## src/rtl/boom_run_ctrl_if.sv

```systemverilog
// ---------------------------------------------------------------------------
// boom_run_ctrl_if
//   Command and core-control bundle of the BOOM tile run-state sequencer.
//   The slave modport is the sequencer's side; the master modport is the
//   tile control registers and core side (or a bench).
//
//   Handshake: a command transfers at a posedge of clk_i where both
//   cmd_valid_i and cmd_ready_o are 1. cmd_ready_o depends only on the
//   sequencer state, never on cmd_valid_i. A master holding cmd_valid_i
//   high keeps cmd_op_i stable until the transfer happens.
//
//   cmd_valid_i    command valid
//   cmd_op_i       00 nop, 01 start, 10 stop, 11 restart
//   cmd_ready_o    sequencer can take a command (OFF or RUN)
//   core_idle_i    core drained (synchronous to clk_i)
//   core_quiesce_o ask the core to stop fetching and drain
//   core_en_o      core enable to the clock-gate/reset controller
//   busy_o         sequencer is between stable states
//   state_o        current state encoding (debug/observability)
//   timeout_o      sticky flag: a drain ended by timeout
//   timeout_clr_i  clears timeout_o
// ---------------------------------------------------------------------------
interface boom_run_ctrl_if;
  logic       cmd_valid_i;
  logic [1:0] cmd_op_i;
  logic       cmd_ready_o;
  logic       core_idle_i;
  logic       core_quiesce_o;
  logic       core_en_o;
  logic       busy_o;
  logic [2:0] state_o;
  logic       timeout_o;
  logic       timeout_clr_i;

  modport master (
    output cmd_valid_i, cmd_op_i, core_idle_i, timeout_clr_i,
    input  cmd_ready_o, core_quiesce_o, core_en_o, busy_o, state_o, timeout_o
  );

  modport slave (
    input  cmd_valid_i, cmd_op_i, core_idle_i, timeout_clr_i,
    output cmd_ready_o, core_quiesce_o, core_en_o, busy_o, state_o, timeout_o
  );
endinterface

```

## src/rtl/boom_run_ctrl.sv

```systemverilog
// ---------------------------------------------------------------------------
// boom_run_ctrl
//   Run-state sequencer for one BOOM core tile. Takes start/stop/restart
//   commands, drives core_en into the core clock-gate/reset controller, and
//   drains the core (quiesce, then wait for idle or timeout) before gating.
//   After enabling, it waits START_CYCLES for the downstream enable sync and
//   reset release before reporting RUN.
//
//   Ports:
//     clk_i    tile clock (ungated)
//     reset_i  asynchronous reset, active high
//     ctrl     boom_run_ctrl_if.slave (command handshake, core control,
//              status and debug state)
//
//   States: OFF=0, STARTING=1, RUN=2, DRAIN=3, GATE=4. Any other encoding
//   behaves and decodes as OFF. Every output is decoded from registered
//   state only, so nothing on an input reaches an output combinationally,
//   and asynchronous reset drops core_en_o immediately.
// ---------------------------------------------------------------------------
module boom_run_ctrl #(
  parameter int START_CYCLES  = 16,
  parameter int DRAIN_TIMEOUT = 1024,
  parameter int GATE_CYCLES   = 8
) (
  input  logic            clk_i,
  input  logic            reset_i,
  boom_run_ctrl_if.slave  ctrl
);

  localparam int MAX_SG  = (START_CYCLES > GATE_CYCLES) ? START_CYCLES : GATE_CYCLES;
  localparam int MAX_ALL = (MAX_SG > DRAIN_TIMEOUT) ? MAX_SG : DRAIN_TIMEOUT;
  localparam int CW      = $clog2(MAX_ALL + 1);

  // With DRAIN_TIMEOUT=0 the drain waits forever; the counter is unused then.
  localparam int DRAIN_LOAD_I = (DRAIN_TIMEOUT == 0) ? 0 : DRAIN_TIMEOUT - 1;

  localparam logic [CW-1:0] START_LOAD = CW'(START_CYCLES - 1);
  localparam logic [CW-1:0] DRAIN_LOAD = CW'(DRAIN_LOAD_I);
  localparam logic [CW-1:0] GATE_LOAD  = CW'(GATE_CYCLES - 1);

  localparam logic [1:0] OP_START   = 2'b01;
  localparam logic [1:0] OP_STOP    = 2'b10;
  localparam logic [1:0] OP_RESTART = 2'b11;

  typedef enum logic [2:0] {
    ST_OFF      = 3'd0,
    ST_STARTING = 3'd1,
    ST_RUN      = 3'd2,
    ST_DRAIN    = 3'd3,
    ST_GATE     = 3'd4
  } state_t;

  state_t          state_q, state_d;
  logic [CW-1:0]   cnt_q, cnt_d;
  logic            restart_q, restart_d;
  logic            timeout_q;
  logic            timeout_set;
  logic            ready;
  logic            accept;
  logic            cnt_zero;

  // ---------------------------------------------------------------- outputs
  always_comb begin
    ready               = 1'b0;
    ctrl.busy_o         = 1'b0;
    ctrl.core_en_o      = 1'b0;
    ctrl.core_quiesce_o = 1'b0;
    ctrl.state_o        = ST_OFF;
    case (state_q)
      ST_STARTING: begin
        ctrl.busy_o    = 1'b1;
        ctrl.core_en_o = 1'b1;
        ctrl.state_o   = ST_STARTING;
      end
      ST_RUN: begin
        ready          = 1'b1;
        ctrl.core_en_o = 1'b1;
        ctrl.state_o   = ST_RUN;
      end
      ST_DRAIN: begin
        ctrl.busy_o         = 1'b1;
        ctrl.core_en_o      = 1'b1;
        ctrl.core_quiesce_o = 1'b1;
        ctrl.state_o        = ST_DRAIN;
      end
      ST_GATE: begin
        ctrl.busy_o  = 1'b1;
        ctrl.state_o = ST_GATE;
      end
      default: begin
        ready = 1'b1;
      end
    endcase
  end

  assign ctrl.cmd_ready_o = ready;
  assign ctrl.timeout_o   = timeout_q;
  assign accept           = ctrl.cmd_valid_i & ready;
  assign cnt_zero         = (cnt_q == '0);

  // ------------------------------------------------------------ next state
  always_comb begin
    state_d     = state_q;
    cnt_d       = cnt_q;
    restart_d   = restart_q;
    timeout_set = 1'b0;
    case (state_q)
      ST_STARTING: begin
        if (cnt_zero) state_d = ST_RUN;
        else          cnt_d   = cnt_q - CW'(1);
      end
      ST_RUN: begin
        if (accept && (ctrl.cmd_op_i == OP_STOP || ctrl.cmd_op_i == OP_RESTART)) begin
          state_d   = ST_DRAIN;
          cnt_d     = DRAIN_LOAD;
          restart_d = (ctrl.cmd_op_i == OP_RESTART);
        end
      end
      ST_DRAIN: begin
        // Idle has priority over an expiring timeout in the same cycle.
        if (ctrl.core_idle_i) begin
          state_d = ST_GATE;
          cnt_d   = GATE_LOAD;
        end else if (DRAIN_TIMEOUT != 0 && cnt_zero) begin
          state_d     = ST_GATE;
          cnt_d       = GATE_LOAD;
          timeout_set = 1'b1;
        end else if (!cnt_zero) begin
          cnt_d = cnt_q - CW'(1);
        end
      end
      ST_GATE: begin
        if (cnt_zero) begin
          if (restart_q) begin
            state_d   = ST_STARTING;
            cnt_d     = START_LOAD;
            restart_d = 1'b0;
          end else begin
            state_d = ST_OFF;
          end
        end else begin
          cnt_d = cnt_q - CW'(1);
        end
      end
      default: begin
        // OFF and any unreachable encoding: stop/nop are accepted and ignored.
        state_d = ST_OFF;
        if (accept && (ctrl.cmd_op_i == OP_START || ctrl.cmd_op_i == OP_RESTART)) begin
          state_d = ST_STARTING;
          cnt_d   = START_LOAD;
        end
      end
    endcase
  end

  // -------------------------------------------------------------- registers
  always_ff @(posedge clk_i or posedge reset_i) begin
    if (reset_i) begin
      state_q   <= ST_OFF;
      cnt_q     <= '0;
      restart_q <= 1'b0;
    end else begin
      state_q   <= state_d;
      cnt_q     <= cnt_d;
      restart_q <= restart_d;
    end
  end

  // Sticky timeout flag; a new timeout beats a simultaneous clear.
  always_ff @(posedge clk_i or posedge reset_i) begin
    if (reset_i)                 timeout_q <= 1'b0;
    else if (timeout_set)        timeout_q <= 1'b1;
    else if (ctrl.timeout_clr_i) timeout_q <= 1'b0;
  end

endmodule

```

## src/flat_wrapper.sv

```systemverilog
// flat-port wrapper written by rule: the top's interface ports become plain ports
module boom_run_ctrl_flat 
#(
  parameter int START_CYCLES  = 16,
  parameter int DRAIN_TIMEOUT = 1024,
  parameter int GATE_CYCLES   = 8
)
  (clk_i, reset_i, ctrl_cmd_valid_i, ctrl_cmd_op_i, ctrl_core_idle_i, ctrl_timeout_clr_i, ctrl_cmd_ready_o, ctrl_core_quiesce_o, ctrl_core_en_o, ctrl_busy_o, ctrl_state_o, ctrl_timeout_o);
  boom_run_ctrl_if ctrl_i ();
  input  logic clk_i;
  input  logic reset_i;
  input wire logic [$bits(ctrl_i.cmd_valid_i)-1:0] ctrl_cmd_valid_i;
  input wire logic [$bits(ctrl_i.cmd_op_i)-1:0] ctrl_cmd_op_i;
  input wire logic [$bits(ctrl_i.core_idle_i)-1:0] ctrl_core_idle_i;
  input wire logic [$bits(ctrl_i.timeout_clr_i)-1:0] ctrl_timeout_clr_i;
  output wire logic [$bits(ctrl_i.cmd_ready_o)-1:0] ctrl_cmd_ready_o;
  output wire logic [$bits(ctrl_i.core_quiesce_o)-1:0] ctrl_core_quiesce_o;
  output wire logic [$bits(ctrl_i.core_en_o)-1:0] ctrl_core_en_o;
  output wire logic [$bits(ctrl_i.busy_o)-1:0] ctrl_busy_o;
  output wire logic [$bits(ctrl_i.state_o)-1:0] ctrl_state_o;
  output wire logic [$bits(ctrl_i.timeout_o)-1:0] ctrl_timeout_o;
  assign ctrl_i.cmd_valid_i = ctrl_cmd_valid_i;
  assign ctrl_i.cmd_op_i = ctrl_cmd_op_i;
  assign ctrl_i.core_idle_i = ctrl_core_idle_i;
  assign ctrl_i.timeout_clr_i = ctrl_timeout_clr_i;
  assign ctrl_cmd_ready_o = ctrl_i.cmd_ready_o;
  assign ctrl_core_quiesce_o = ctrl_i.core_quiesce_o;
  assign ctrl_core_en_o = ctrl_i.core_en_o;
  assign ctrl_busy_o = ctrl_i.busy_o;
  assign ctrl_state_o = ctrl_i.state_o;
  assign ctrl_timeout_o = ctrl_i.timeout_o;
  boom_run_ctrl #(.START_CYCLES(START_CYCLES), .DRAIN_TIMEOUT(DRAIN_TIMEOUT), .GATE_CYCLES(GATE_CYCLES)) u_core (.clk_i(clk_i), .reset_i(reset_i), .ctrl(ctrl_i));
endmodule
```

## config.mk

```make
export PLATFORM = sky130hd
export DESIGN_NAME = boom_run_ctrl_flat
export DESIGN_NICKNAME = d
export VERILOG_FILES = /design/src/rtl/boom_run_ctrl_if.sv /design/src/rtl/boom_run_ctrl.sv /design/src/flat_wrapper.sv
export SDC_FILE = /design/constraint.sdc
export NUM_CORES = 1
export LEC_CHECK = 0
export BUFFER_PORTS_ARGS = -buffer_cell sky130_fd_sc_hd__buf_2
export CORE_MARGIN = 4
export CORE_UTILIZATION = 45
export CTS_CLUSTER_DIAMETER = 120
export DETAILED_ROUTE_END_ITERATION = 8
export PLACE_DENSITY = 0.71
export SLEW_MARGIN = 20
export SYNTH_ARGS = -nofsm -noshare
export SYNTH_HDL_FRONTEND = slang
export SYNTH_SLANG_ARGS = --single-unit
export TNS_END_PERCENT = 30
```

## constraint.sdc

```tcl
create_clock -name clk_i -period 2.1 [get_ports clk_i]
set_input_delay 0.21 -clock clk_i [delete_from_list [all_inputs] [get_ports clk_i]]
set_output_delay 0.21 -clock clk_i [all_outputs]
set_load 0.02 [all_outputs]
```

---- Word-level counts from Yosys, hierarchy flattened ----
Cells that the tools add are included.
word-level totals
  bits in registers ....................... 16
  input port bits ......................... 7
  output and inout bits ................... 8
  logic and storage cells ................. 61
operators by class
  $add $sub $neg .......................... 1
  equality and inequality tests ........... 13
  multiplexer cells ....................... 29
  bitwise gates (word level) .............. 1
  reductions and logical operators ........ 13
operators by type and width
  operator                 count
  $mux W11                 7
  $pmux W11 S4             1
  $pmux W3 S4              2
  $mux W3                  5
  $mux W1                  13
  $logic_not A11 Y1        1
  $sub A11 B1 Y11 const B  1
  $reduce_and A4 Y1        2
  $eq A3 B2 Y1 const B     2
  $ne A2 B1 Y1 const B     3
  $ne A3 B2 Y1 const B     2
  $reduce_or A3 Y1         2
  $reduce_bool A5 Y1       1
  $eq A2 B2 Y1 const B     2
  $reduce_bool A2 Y1       2
  $eq A3 B1 Y1 const B     1
  $eq A3 B3 Y1 const B     1
  $reduce_and A3 Y1        1
  $eq A2 B1 Y1 const B     1
  $logic_and A1 B1 Y1      2
  $logic_or A1 B1 Y1       2
  $ne A2 B2 Y1 const B     1
  $pmux W1 S2              1
  $and A1 B1 Y1            1

---- Longest topological paths before layout ----
  word-level depth ........................ 7
  gate-level depth with buffers ........... 9
  gate-level depth less buffers ........... 8

---- Least setup slack after synthesis ----
No wires, ideal clock.
  path type ............................... reg-to-reg
  start ................................... reg u_core.cnt_q[0]
  end ..................................... reg u_core.cnt_q[3]
  setup time .............................. 121 ps
  data arrival time ....................... 2230 ps
  data required time ...................... 1979 ps
  path slack .............................. -251 ps
  cell stages (with the launch flop) ...... 10
  path buffers ............................ 1
  clock period less this slack ............ 2351 ps
  cell sequence ........................... dfrtp_1 > inv_1 > ha_1 > or4b_4 > nor4_4 > o21ai_2 > a21oi_4 > buf_6 > o21ai_2 > a22o_1
on the way
  longest elaborated chain between the ends .. 4
  elaborated cells between the ends (all ways) .. 10
  those cells by class .................... add/sub (1); eq/ne (2); mux (5); reduce/logical (2)
RTL lines
  element                                               line                  text
  start: declaration                                    boom_run_ctrl.sv:54   logic [CW-1:0] cnt_q, cnt_d;
  start signal: assignment                              boom_run_ctrl.sv:164  cnt_q <= cnt_d;
  $sub A11 B1 Y11 or $logic_not A11 Y1 (tied branches)  -
  $mux W11                                              boom_run_ctrl.sv:124  end else if (DRAIN_TIMEOUT != 0 && cnt_zero) begin
  $mux W11                                              boom_run_ctrl.sv:121  if (ctrl.core_idle_i) begin
  $pmux W11 S4                                          boom_run_ctrl.sv:107  case (state_q)
Parallel ways exist; a longest one is shown, timed or not. The select of a mux whose other input is x is not followed.
A chain may end at the register's enable or synchronous reset.

---- Worst setup path after layout ----
Ends and elaborated chain as after synthesis.

==> impl_metrics.py <==
metrics = {
    "clock_tree": {
        "cts_max_level": 1,
        "clk_pin_slew_ps": 100,
        "cts_tree": "done",
        "clockBufferDepth": 2,
        "cts_buffers": 3,
        "clock_latency_ps": 300,
        "cts_sinks": 16,
        "root_buffer": "clkbuf_4",
    },
    "setup_path": {
        "reg2reg_slack_ps": -240,
        "r2r-start": "u_core.cnt_q[0]",
        "crit_type": "reg2reg",
        "cp.arrival_ps": 2530,
        "max_stage_delay_ps": 520,
        "cp-end-kind": "flop",
        "critPathRequiredTime_ps": 2290,
        "cp-start-kind": "flop",
        "r2r_cells": 8,
        "r2r-end": "u_core.cnt_q[3]",
        "crit_path_cell_trace": "inv_2, ha_4, or4b_4, or4_4, nor2_4, a21oi_4, buf_12, a22o_1",
        "cpMaxStageDelayCell": "or4_4",
        "cp_max_fo": 8,
    },
    "logic_synthesis": {
        "ys.flop_type": "dfrtp_1",
        "synthArstFlopShare_pct": 100,
        "yosys-top-cells-area": "dfrtp_1 37%, a22o_1 6.4%, o21ai_2 6.4%",
        "synth_edf_count": 0,
        "syn_area_per_cell_um2": 8.91,
        "yosysSeqAreaShare_pct": 36.8,
        "ys_ff_latch": 16,
        "ys_types": 38,
        "yosys.area.top_type_share_pct": 36.8,
        "syn_inst": 122,
        "synth.cell_area_mm2": 0.00109,
        "yosysWarnings": 0,
        "synth_nets": 130,
        "synth_top_area_cell": "dfrtp_1",
    },
    "power": {
        "ir_drop_mv": 0.395,
        "p_per_area_mw_per_mm2": 344,
        "power.total_mw": 0.546,
        "leakage_nw": 0.698,
    },
    "layout": {
        "mostFrequentLayoutCells": "25 x buf_4, 15 x buf_2, 15 x dfrtp_1",
        "nets": 178,
        "utilization_pct": 70.3,
        "fillers": 165,
        "antenna-diode-count": 0,
        "final_layout_size_suffix_gt1_share_pct": 49.7,
        "final_common_cell": "buf_4",
        "syn2layout_area_growth_pct": 45.7,
    },
    "detailed_routing": {
        "drtIter0Drc": 51,
        "drcViolationCount": 0,
        "routed_wl_mm": 3.01,
        "dr_total_vias": 1112,
        "drtPass1Iterations": 4,
        "wl_per_cell_um": 15.3,
        "viasPerCell": 5.64,
        "postRouteAntennaNets": 0,
    },
    "global_routing": {
        "track_usage_pct": 19.6,
        "grt_max_degree": 17,
        "grt_pass1_vias": 1116,
        "grt_pass1_wl_mm": 5.11,
        "grt_overflow_total": 0,
        "antenna_found_initial": 0,
    },
    "timing": {
        "rsz0062_at_grt": "true",
        "fin_worst_skew_ps": 3.69,
        "hold_viol_final": 0,
        "fin_crit_sh_pct": 111,
        "fmax_ghz": 0.428,
        "setup_viol": 15,
        "slew_headroom_pct": 58.7,
        "finalSetupTns_ps": -2470,
        "drv_slew": 0,
        "fin_crit_ps": 2340,
        "timing.final.ws_setup_ps": -236,
        "worstMarginPinSlew_ps": 619,
    },
    "floorplan": {
        "die_y_um": 57.2,
        "core-area_mm2": 0.00225,
        "ios": 15,
        "die_area_mm2": 0.00327,
        "die_w_um": 57.2,
        "start_util_pct": 48.2,
        "rows": 17,
    },
    "hold_path": {
        "hold_class": "in2reg",
        "holdPathEnd": "u_core.ctrl.timeout_o",
        "holdPathStages": 2,
        "min-delay-start": "ctrl_timeout_clr_i",
    },
    "status": {
        "status": "finished, violations left",
        "violations": "negative setup slack",
    },
    "run": {
        "cap_violations": 0,
    },
    "place": {
        "post-dp-hpwl_mm": 2.18,
        "preCtsSetupSlack_ps": -242,
        "io_buffers": 14,
        "gp_congestion": 0.820,
    },
}
critical path, delay by kind of cell (launching register included):
family / cells / cell delay (ps)
fa+ha+maj: 1 / 130
compound gates: 2 / 330
simple gates: 3 / 1120
flops: 1 / 400
buf+inv: 2 / 250
power by group:
| part | total, mW | internal (mW) | switching (mW) |
|---|---|---|---|
| logic | 0.0209 | 0.00759 | 0.0133 |
| registers | 0.308 | 0.308 | 0.0000000000000000267 |
| clock network | 0.217 | 0.106 | 0.111 |
| total | 0.546 | 0.421 | 0.124 |
synthesized netlist by cell type, drive strengths merged (2+ instances only):
cell type,number
nor3,3
or3,2
or4,3
nand2b,3
clkbuf,2
a21oi,7
a211oi,2
nor2,15
o31ai,3
dfrtp,16
buf,4
inv,10
o22ai,2
nand2,6
a22o,8
o21ai,20
nor3b,2
metrics by stage:
step                hold WS (ps)  area [µm²]  instances
detailed placement           322        1380        183
global route                92.0        1580        197
floorplan                    124        1100        122
CTS                         92.3        1530        194
finish                       102        1580        197
global placement             320        1380        183
state kept, by name, summed over array words and instances, names as in the netlist:
signal	count
u_core.restart_q	1
u_core.ctrl.timeout_o	1
u_core.state_q	3
u_core.cnt_q	11
worst max-delay path by stage:
stage,endpoint,slack [ps],from
after detailed placement,u_core.cnt_q[9],-240,u_core.cnt_q[0]
after global placement,u_core.cnt_q[4],-160,u_core.cnt_q[0]
final,u_core.cnt_q[3],-240,u_core.cnt_q[0]
after CTS,u_core.cnt_q[3],-220,u_core.cnt_q[0]
after floorplan,u_core.cnt_q[3],-150,u_core.cnt_q[0]
after global routing,u_core.cnt_q[3],-320,u_core.cnt_q[0]
final cells by class:
class,instances,area [µm²],area share (%)
clock buffers,4,36.3,2.29
inverters,10,37.5,2.37
multi-input cells,90,677,42.7
flip-flops and latches,16,402,25.4
well taps,28,35.0,2.21
repair buffers,49,397,25.0
cells by family after synthesis:
| group | after synthesis | share of synthesized area, % |
|---|---|---|
| and+or+nand+nor | 39 | 20.7 |
| AOI/OAI and AO/OA | 50 | 33.7 |
| DFF | 16 | 36.8 |
| buffers and inverters | 16 | 7.60 |
| adders and majority gates | 1 | 1.15 |
repair_timing:
| item | CTS | global route |
|---|---|---|
| endpoints found under the hold margin | 16 | 0 |
| gates cloned | 2 | 0 |
| setup buffers | 4 | 3 |
| endpoints found under the setup margin | 12 | 17 |
| resized for setup | 14 | 12 |
| pin swaps | 6 | 6 |
| hold buffers | 1 | 0 |
routing by layer:
metal  GRT usage (%)  routed length [µm]  vias up
met1            24.4                1230      535
li1                -                   -      541
met5               0                   0        -
met2            35.9                1590       32
met3            2.04                 163        4
met4            4.97                  23        0
Power figures use the tool's default switching activity.
